==> src/rtl/regfile_mov_ctrl_pkg.sv <==
// Shared definitions for the MOV controller: one-hot state encodings, opcode
// values, instruction field positions, shift codes and small decode helpers.
package regfile_mov_ctrl_pkg;

    typedef enum logic [5:0] {
        ST_WAIT   = 6'b000001,
        ST_DECODE = 6'b000010,
        ST_WR_IMM = 6'b000100,
        ST_RD_RM  = 6'b001000,
        ST_WR_RD  = 6'b010000,
        ST_DONE   = 6'b100000
    } state_t;

    localparam logic [2:0] OPCODE_MOV = 3'b110;
    localparam logic [1:0] OP_IMM     = 2'b10;
    localparam logic [1:0] OP_REG     = 2'b00;

    localparam int OPC_MSB = 15;
    localparam int OPC_LSB = 13;
    localparam int OP_MSB  = 12;
    localparam int OP_LSB  = 11;
    localparam int RN_MSB  = 10;
    localparam int RN_LSB  = 8;
    localparam int IMM_MSB = 7;
    localparam int IMM_LSB = 0;
    localparam int RD_MSB  = 7;
    localparam int RD_LSB  = 5;
    localparam int SH_MSB  = 4;
    localparam int SH_LSB  = 3;
    localparam int RM_MSB  = 2;
    localparam int RM_LSB  = 0;

    localparam logic [1:0] SH_NONE = 2'b00;
    localparam logic [1:0] SH_LSL  = 2'b01;
    localparam logic [1:0] SH_LSR  = 2'b10;
    localparam logic [1:0] SH_ASR  = 2'b11;

    function automatic logic [15:0] signExt8(input logic [7:0] v);
        return {{8{v[7]}}, v};
    endfunction

    function automatic logic isLegal(input logic [15:0] ins);
        return (ins[OPC_MSB:OPC_LSB] == OPCODE_MOV) &&
               ((ins[OP_MSB:OP_LSB] == OP_IMM) || (ins[OP_MSB:OP_LSB] == OP_REG));
    endfunction

endpackage

==> src/rtl/regfile_mov_ctrl_mov_shifter.sv <==
// 16-bit single-position shifter applied to the Rm operand of MOV Rd,Rm{,sh}.
// Only instantiated when REGFILE_MOV_SHIFT_EN is defined.
import regfile_mov_ctrl_pkg::*;

module mov_shifter (
    input  logic [15:0] i_data,
    input  logic [1:0]  i_sh,
    output logic [15:0] o_data
);

    always_comb begin
        o_data = i_data;
        case (i_sh)
            SH_NONE: o_data = i_data;
            SH_LSL:  o_data = {i_data[14:0], 1'b0};
            SH_LSR:  o_data = {1'b0, i_data[15:1]};
            SH_ASR:  o_data = {i_data[15], i_data[15:1]};
            default: o_data = i_data;
        endcase
    end

endmodule

==> src/rtl/regfile_mov_ctrl.sv <==
// Multi-cycle controller sequencing an 8x16 register file for MOV Rn,#imm8 and
// MOV Rd,Rm{,sh}. Define REGFILE_MOV_SHIFT_EN to honour the sh field.
import regfile_mov_ctrl_pkg::*;

module regfile_mov_ctrl #(
    parameter int DW = 16,
    parameter int AW = 3
) (
    input  logic          clk,
    input  logic          reset,
    input  logic          start,
    input  logic [15:0]   instr,
    output logic          ready,
    output logic          done,
    output logic          illegal,
    output logic [DW-1:0] rf_data_in,
    output logic [AW-1:0] rf_writenum,
    output logic          rf_write,
    output logic [AW-1:0] rf_readnum,
    input  logic [DW-1:0] rf_data_out
);

    state_t        r_state;
    logic [15:0]   r_ir;
    logic [DW-1:0] r_tmp;
    logic          r_ready;
    logic          r_done;
    logic          r_illegal;
    logic          r_write;
    logic [AW-1:0] r_writenum;
    logic [AW-1:0] r_readnum;
    logic [DW-1:0] w_shifted;
    logic [DW-1:0] w_dataIn;
    logic          w_isImm;
    logic          w_isReg;

`ifdef REGFILE_MOV_SHIFT_EN
    mov_shifter u_shifter (
        .i_data (rf_data_out),
        .i_sh   (r_ir[SH_MSB:SH_LSB]),
        .o_data (w_shifted)
    );
`else
    assign w_shifted = rf_data_out;
`endif

    assign w_isImm = isLegal(r_ir) && (r_ir[OP_MSB:OP_LSB] == OP_IMM);
    assign w_isReg = isLegal(r_ir) && (r_ir[OP_MSB:OP_LSB] == OP_REG);

    // Outputs are registered on entry to the state that owns them
    always_ff @(posedge clk) begin
        if (reset) begin
            r_state    <= ST_WAIT;
            r_ir       <= '0;
            r_tmp      <= '0;
            r_ready    <= 1'b1;
            r_done     <= 1'b0;
            r_illegal  <= 1'b0;
            r_write    <= 1'b0;
            r_writenum <= '0;
            r_readnum  <= '0;
        end else begin
            r_ready    <= 1'b0;
            r_done     <= 1'b0;
            r_illegal  <= 1'b0;
            r_write    <= 1'b0;
            r_writenum <= '0;
            r_readnum  <= '0;
            case (r_state)
                ST_WAIT: begin
                    if (start) begin
                        r_ir      <= instr;
                        r_illegal <= ~isLegal(instr);
                        r_state   <= ST_DECODE;
                    end else begin
                        r_ready <= 1'b1;
                    end
                end
                ST_DECODE: begin
                    if (w_isImm) begin
                        r_write    <= 1'b1;
                        r_writenum <= r_ir[RN_MSB:RN_LSB];
                        r_state    <= ST_WR_IMM;
                    end else if (w_isReg) begin
                        r_readnum <= r_ir[RM_MSB:RM_LSB];
                        r_state   <= ST_RD_RM;
                    end else begin
                        r_ready <= 1'b1;
                        r_state <= ST_WAIT;
                    end
                end
                ST_WR_IMM: begin
                    r_done  <= 1'b1;
                    r_state <= ST_DONE;
                end
                ST_RD_RM: begin
                    r_tmp      <= w_shifted;
                    r_write    <= 1'b1;
                    r_writenum <= r_ir[RD_MSB:RD_LSB];
                    r_state    <= ST_WR_RD;
                end
                ST_WR_RD: begin
                    r_done  <= 1'b1;
                    r_state <= ST_DONE;
                end
                ST_DONE: begin
                    r_ready <= 1'b1;
                    r_state <= ST_WAIT;
                end
                default: begin
                    r_ready <= 1'b1;
                    r_state <= ST_WAIT;
                end
            endcase
        end
    end

    always_comb begin
        w_dataIn = '0;
        case (r_state)
            ST_WR_IMM: w_dataIn = signExt8(r_ir[IMM_MSB:IMM_LSB]);
            ST_WR_RD:  w_dataIn = r_tmp;
            default:   w_dataIn = '0;
        endcase
    end

    // Reset blocks the write port even in the cycle it is first asserted
    assign rf_write    = r_write & ~reset;
    assign rf_writenum = r_writenum;
    assign rf_readnum  = r_readnum;
    assign rf_data_in  = w_dataIn;
    assign ready       = r_ready;
    assign done        = r_done;
    assign illegal     = r_illegal;

endmodule

==> config.mk <==
export PLATFORM = sky130hd
export DESIGN_NAME = regfile_mov_ctrl
export DESIGN_NICKNAME = d
export VERILOG_FILES = /design/src/rtl/regfile_mov_ctrl_pkg.sv /design/src/rtl/regfile_mov_ctrl_mov_shifter.sv /design/src/rtl/regfile_mov_ctrl.sv
export SDC_FILE = /design/constraint.sdc
export NUM_CORES = 1
export LEC_CHECK = 0
export BUFFER_PORTS_ARGS = -buffer_cell sky130_fd_sc_hd__buf_4
export CORE_ASPECT_RATIO = 1.75
export CORE_MARGIN = 2
export CORE_UTILIZATION = 46
export DETAILED_ROUTE_END_ITERATION = 8
export MAX_ROUTING_LAYER = met4
export PLACE_DENSITY = 0.75
export SYNTH_ARGS = -nofsm -noshare
export SYNTH_HDL_FRONTEND = slang
export SYNTH_SLANG_ARGS = --single-unit
export TNS_END_PERCENT = 50
==> constraint.sdc <==
create_clock -name clk -period 1.7 [get_ports clk]
set_input_delay 0.34 -clock clk [delete_from_list [all_inputs] [get_ports clk]]
set_output_delay 0.34 -clock clk [all_outputs]
set_load 0.01 [all_outputs]
==> results.md <==
* Reg2reg start: r_state[2]
* Data required time of the worst path at 1.36 ns
* TritonCTS Buffers at 5
* CP Launch Type: flop
* Maximum vdd drop at 695 uV
* CTS Buffer Depth at 2
* Die Span Y at 94.9 um
* Sw Share at 25.6%
* Cell variety after synth at 38
* Total power at 2.19 mW
* Core area at 0.00462 mm^2
* Fraction of layout cells with a size suffix above 1 at 35.2%
* Filler instances at 415
* Share of flip-flops with an asynchronous set or reset at 0%
* Vias in the first global route at 2031
* Total Routing Usage GR at 22.3%
* Worst hold path class: primary input to flop
* Hold Path Depth at 3
* Die area at 0.00531 mm^2
* Initial antenna violation count at 0
* PwrDens at 761 mW/mm^2
* Synth Instances at 242
* # DRC at 0
* Gate power share at 12.8%
* Yosys top cell by area: dfxtp_1
* DR vias/cell at 5.74
* Total nets after synthesis at 277
* DR vias at 2061
* WP data arrival at 1.51 ns
* Area growth from synthesis to layout at 32.7%
* Synth area leaders: dfxtp_1 44%, nand4b_1 6.5%, o21ai_0 6.0%
* Int Pwr at 1.63 mW
* Slew margin rel. at 66.1%
* Worst slew pin tran at 0.502 ns
* Critical path peak fanout at 8
* TNS Setup at -2.11 ns
* Initial core utilization at 46.9%
* Root Buffer: clkbuf_8
* Hold EP: r_ir[0]
* CTS tree: yes
* Leak at 1.20 nW
* Clk_lat worst skew at 0.31 ns
* Final hold vios at 0
* GPL Wtd Cong at 0.888
* EDFF count, synth at 0
* WHS at 0.292 ns
* Clock skew at 0.00513 ns
* Final slew viol count at 0
* Syn Std Cell Area at 0.00217 mm^2
* Crit path time final at 1.85 ns
* Initial DRC count at 74
* Sequential group share of total power at 54.1%
* CP Class: flop to primary output
* Clock transition at the registers of the reported paths at 0.09 ns
* Ys Warns at 0
* N_diodes at 0
* Synth top cells by count: 48 x dfxtp_1, 26 x o21ai_0, 18 x a21oi_1, 18 x nand2b_1, 18 x nand4_1
* Avg WL per Cell at 15.4 um
* Sequential area share after synthesis at 44.3%
* Most instantiated library cell after synthesis: dfxtp_1
* Worst reg-to-reg setup slack at 0.19 ns
* Fmax at 0.542 GHz
* I/O Buffers at 60
* Die Width at 55.9 um
* Nets at 341
* Io pins at 61
* Global-route wire length before repair at 9200 um
* Largest net degree at the start of global routing at 29
* Failing checks: setup timing
* Main flop type after synthesis: dfxtp_1
* Number of max-cap violations at 0
* Endpoint class of the critical path: primary output
* Detailed Place HPWL at 3950 um
* FP Rows at 33
* Net Sw Power at 0.560 mW
* RSZ-0062 raised after global routing: yes
* DR pass1 iterations at 6
* Worst r2r path cells at 4
* Final setup violating endpoints at 16
* Post-layout util at 62.3%
* Worst R2R End: r_ir[6]
* Syn avg cell area at 8.97 um^2
* H-tree Lvls at 2
* Number of synthesized register bits at 48
* Clock Sink Count at 48
* Hold Crit Start: instr[0]
* Final wirelength at 5540 um
* Status: complete, but fails checks
* Clock Power Share at 33.0%
* Fin crit share at 109%
* Setup ws final at -0.145 ns
* ANT nets after route at 0
* Grt ovf at 0
* Top cell type's share of synthesized area at 44.3%
## layout make-up
cell class,count,area (um^2),area share [%]
clock inverter,2,15.0,0.521
clock buffer,6,82.6,2.87
sequential,48,973,33.8
multi-input combinational,165,1110,38.6
timing repair buffer,81,616,21.4
inverter,5,18.8,0.651
tap,52,65.1,2.26
## routing by layer
| metal | vias up | track usage (%) | part of all wire [%] |
|---|---|---|---|
| met5 | - | - | 0 |
| met4 | 0 | 9.33 | 2.4 |
| met3 | 10 | 3.70 | 3.7 |
| met2 | 57 | 40.7 | 54 |
| met1 | 973 | 23.6 | 40 |
| li1 | 1021 | - | - |
## power by group through the flow
stage	Sequential [mW]	Clock [mW]	Combinational, mW
2_1_floorplan	1.21	0	0.145
3_3_place_gp	1.21	0	0.266
3_5_place_dp	1.21	0	0.269
4_1_cts	1.19	0.734	0.280
5_1_grt	1.19	0.777	0.304
6_report	1.19	0.724	0.281
## registers in the layout, indices dropped and copies added (netlist names)
signal,count
r_ir,16
r_tmp,16
r_state,6
rf_readnum,3
rf_writenum,3
done,1
illegal,1
r_write,1
ready,1
## worst max path at each step
stage | slack, ns | start | to | cells past startpoint
after floorplan | -0.002 | r_state[1] | rf_data_in[10] | 6
after global placement | 0.08 | r_state[1] | rf_data_in[10] | 4
after detailed placement | 0.09 | r_state[1] | rf_data_in[15] | 4
after CTS | -0.14 | r_state[1] | rf_data_in[1] | 5
after global routing | -0.23 | r_state[0] | rf_data_in[4] | 5
final | -0.15 | r_state[1] | rf_data_in[4] | 5
## repair_timing
item | in CTS | in global routing
resized for setup | 15 | 1
pin swaps | 8 | 0
buffers inserted | 2 | 0
setup endpoints to repair | 16 | 17
hold buffers | 0 | 0
## placed cells by master (no fill, tap or decap), types with 2 or more instances in the layout
cell | netlist | routed
a211o_1 | 2 | 2
a21o_1 | 9 | 9
a21oi_1 | 18 | 18
a22o_1 | 7 | 7
buf_4 | 1 | 79
buf_6 | 2 | 2
clkbuf_8 | 0 | 6
clkinvlp_4 | 0 | 2
dfxtp_1 | 48 | 42
dfxtp_2 | 0 | 4
dfxtp_4 | 0 | 2
inv_1 | 5 | 5
nand2_1 | 2 | 2
nand2b_1 | 18 | 18
nand3_1 | 4 | 4
nand4_1 | 18 | 18
nand4b_1 | 16 | 16
nor2_1 | 8 | 8
nor2b_1 | 6 | 6
nor3_1 | 3 | 2
nor4_2 | 1 | 2
o21ai_0 | 26 | 26
o21ai_1 | 8 | 8
o21ba_2 | 2 | 2
o32ai_1 | 2 | 2
## worst max-delay path: stages, from the launching register on
cell and delay (ns):
dfxtp_4 0.37, nor4_4 0.27, and2_4 0.19, buf_6 0.12, a22o_1 0.13, buf_4 0.11
## metrics by stage
stage | instances | cell area (um^2) | setup slack (ns)
after floorplan | 242 | 2170 | -0.00241
after global placement | 349 | 2720 | 0.0813
after detailed placement | 349 | 2720 | 0.0880
after CTS | 359 | 2880 | -0.144
after global routing | 359 | 2880 | -0.232
final | 359 | 2880 | -0.145
## cell families after synthesis
logic type             share of synthesized area (%)
flip-flops                                      44.3
AND/OR/NAND/NOR                                 26.9
AO/OA/AOI/OAI                                   22.5
buffers and inverters                           6.34
(Power assumes the default switching activity.)
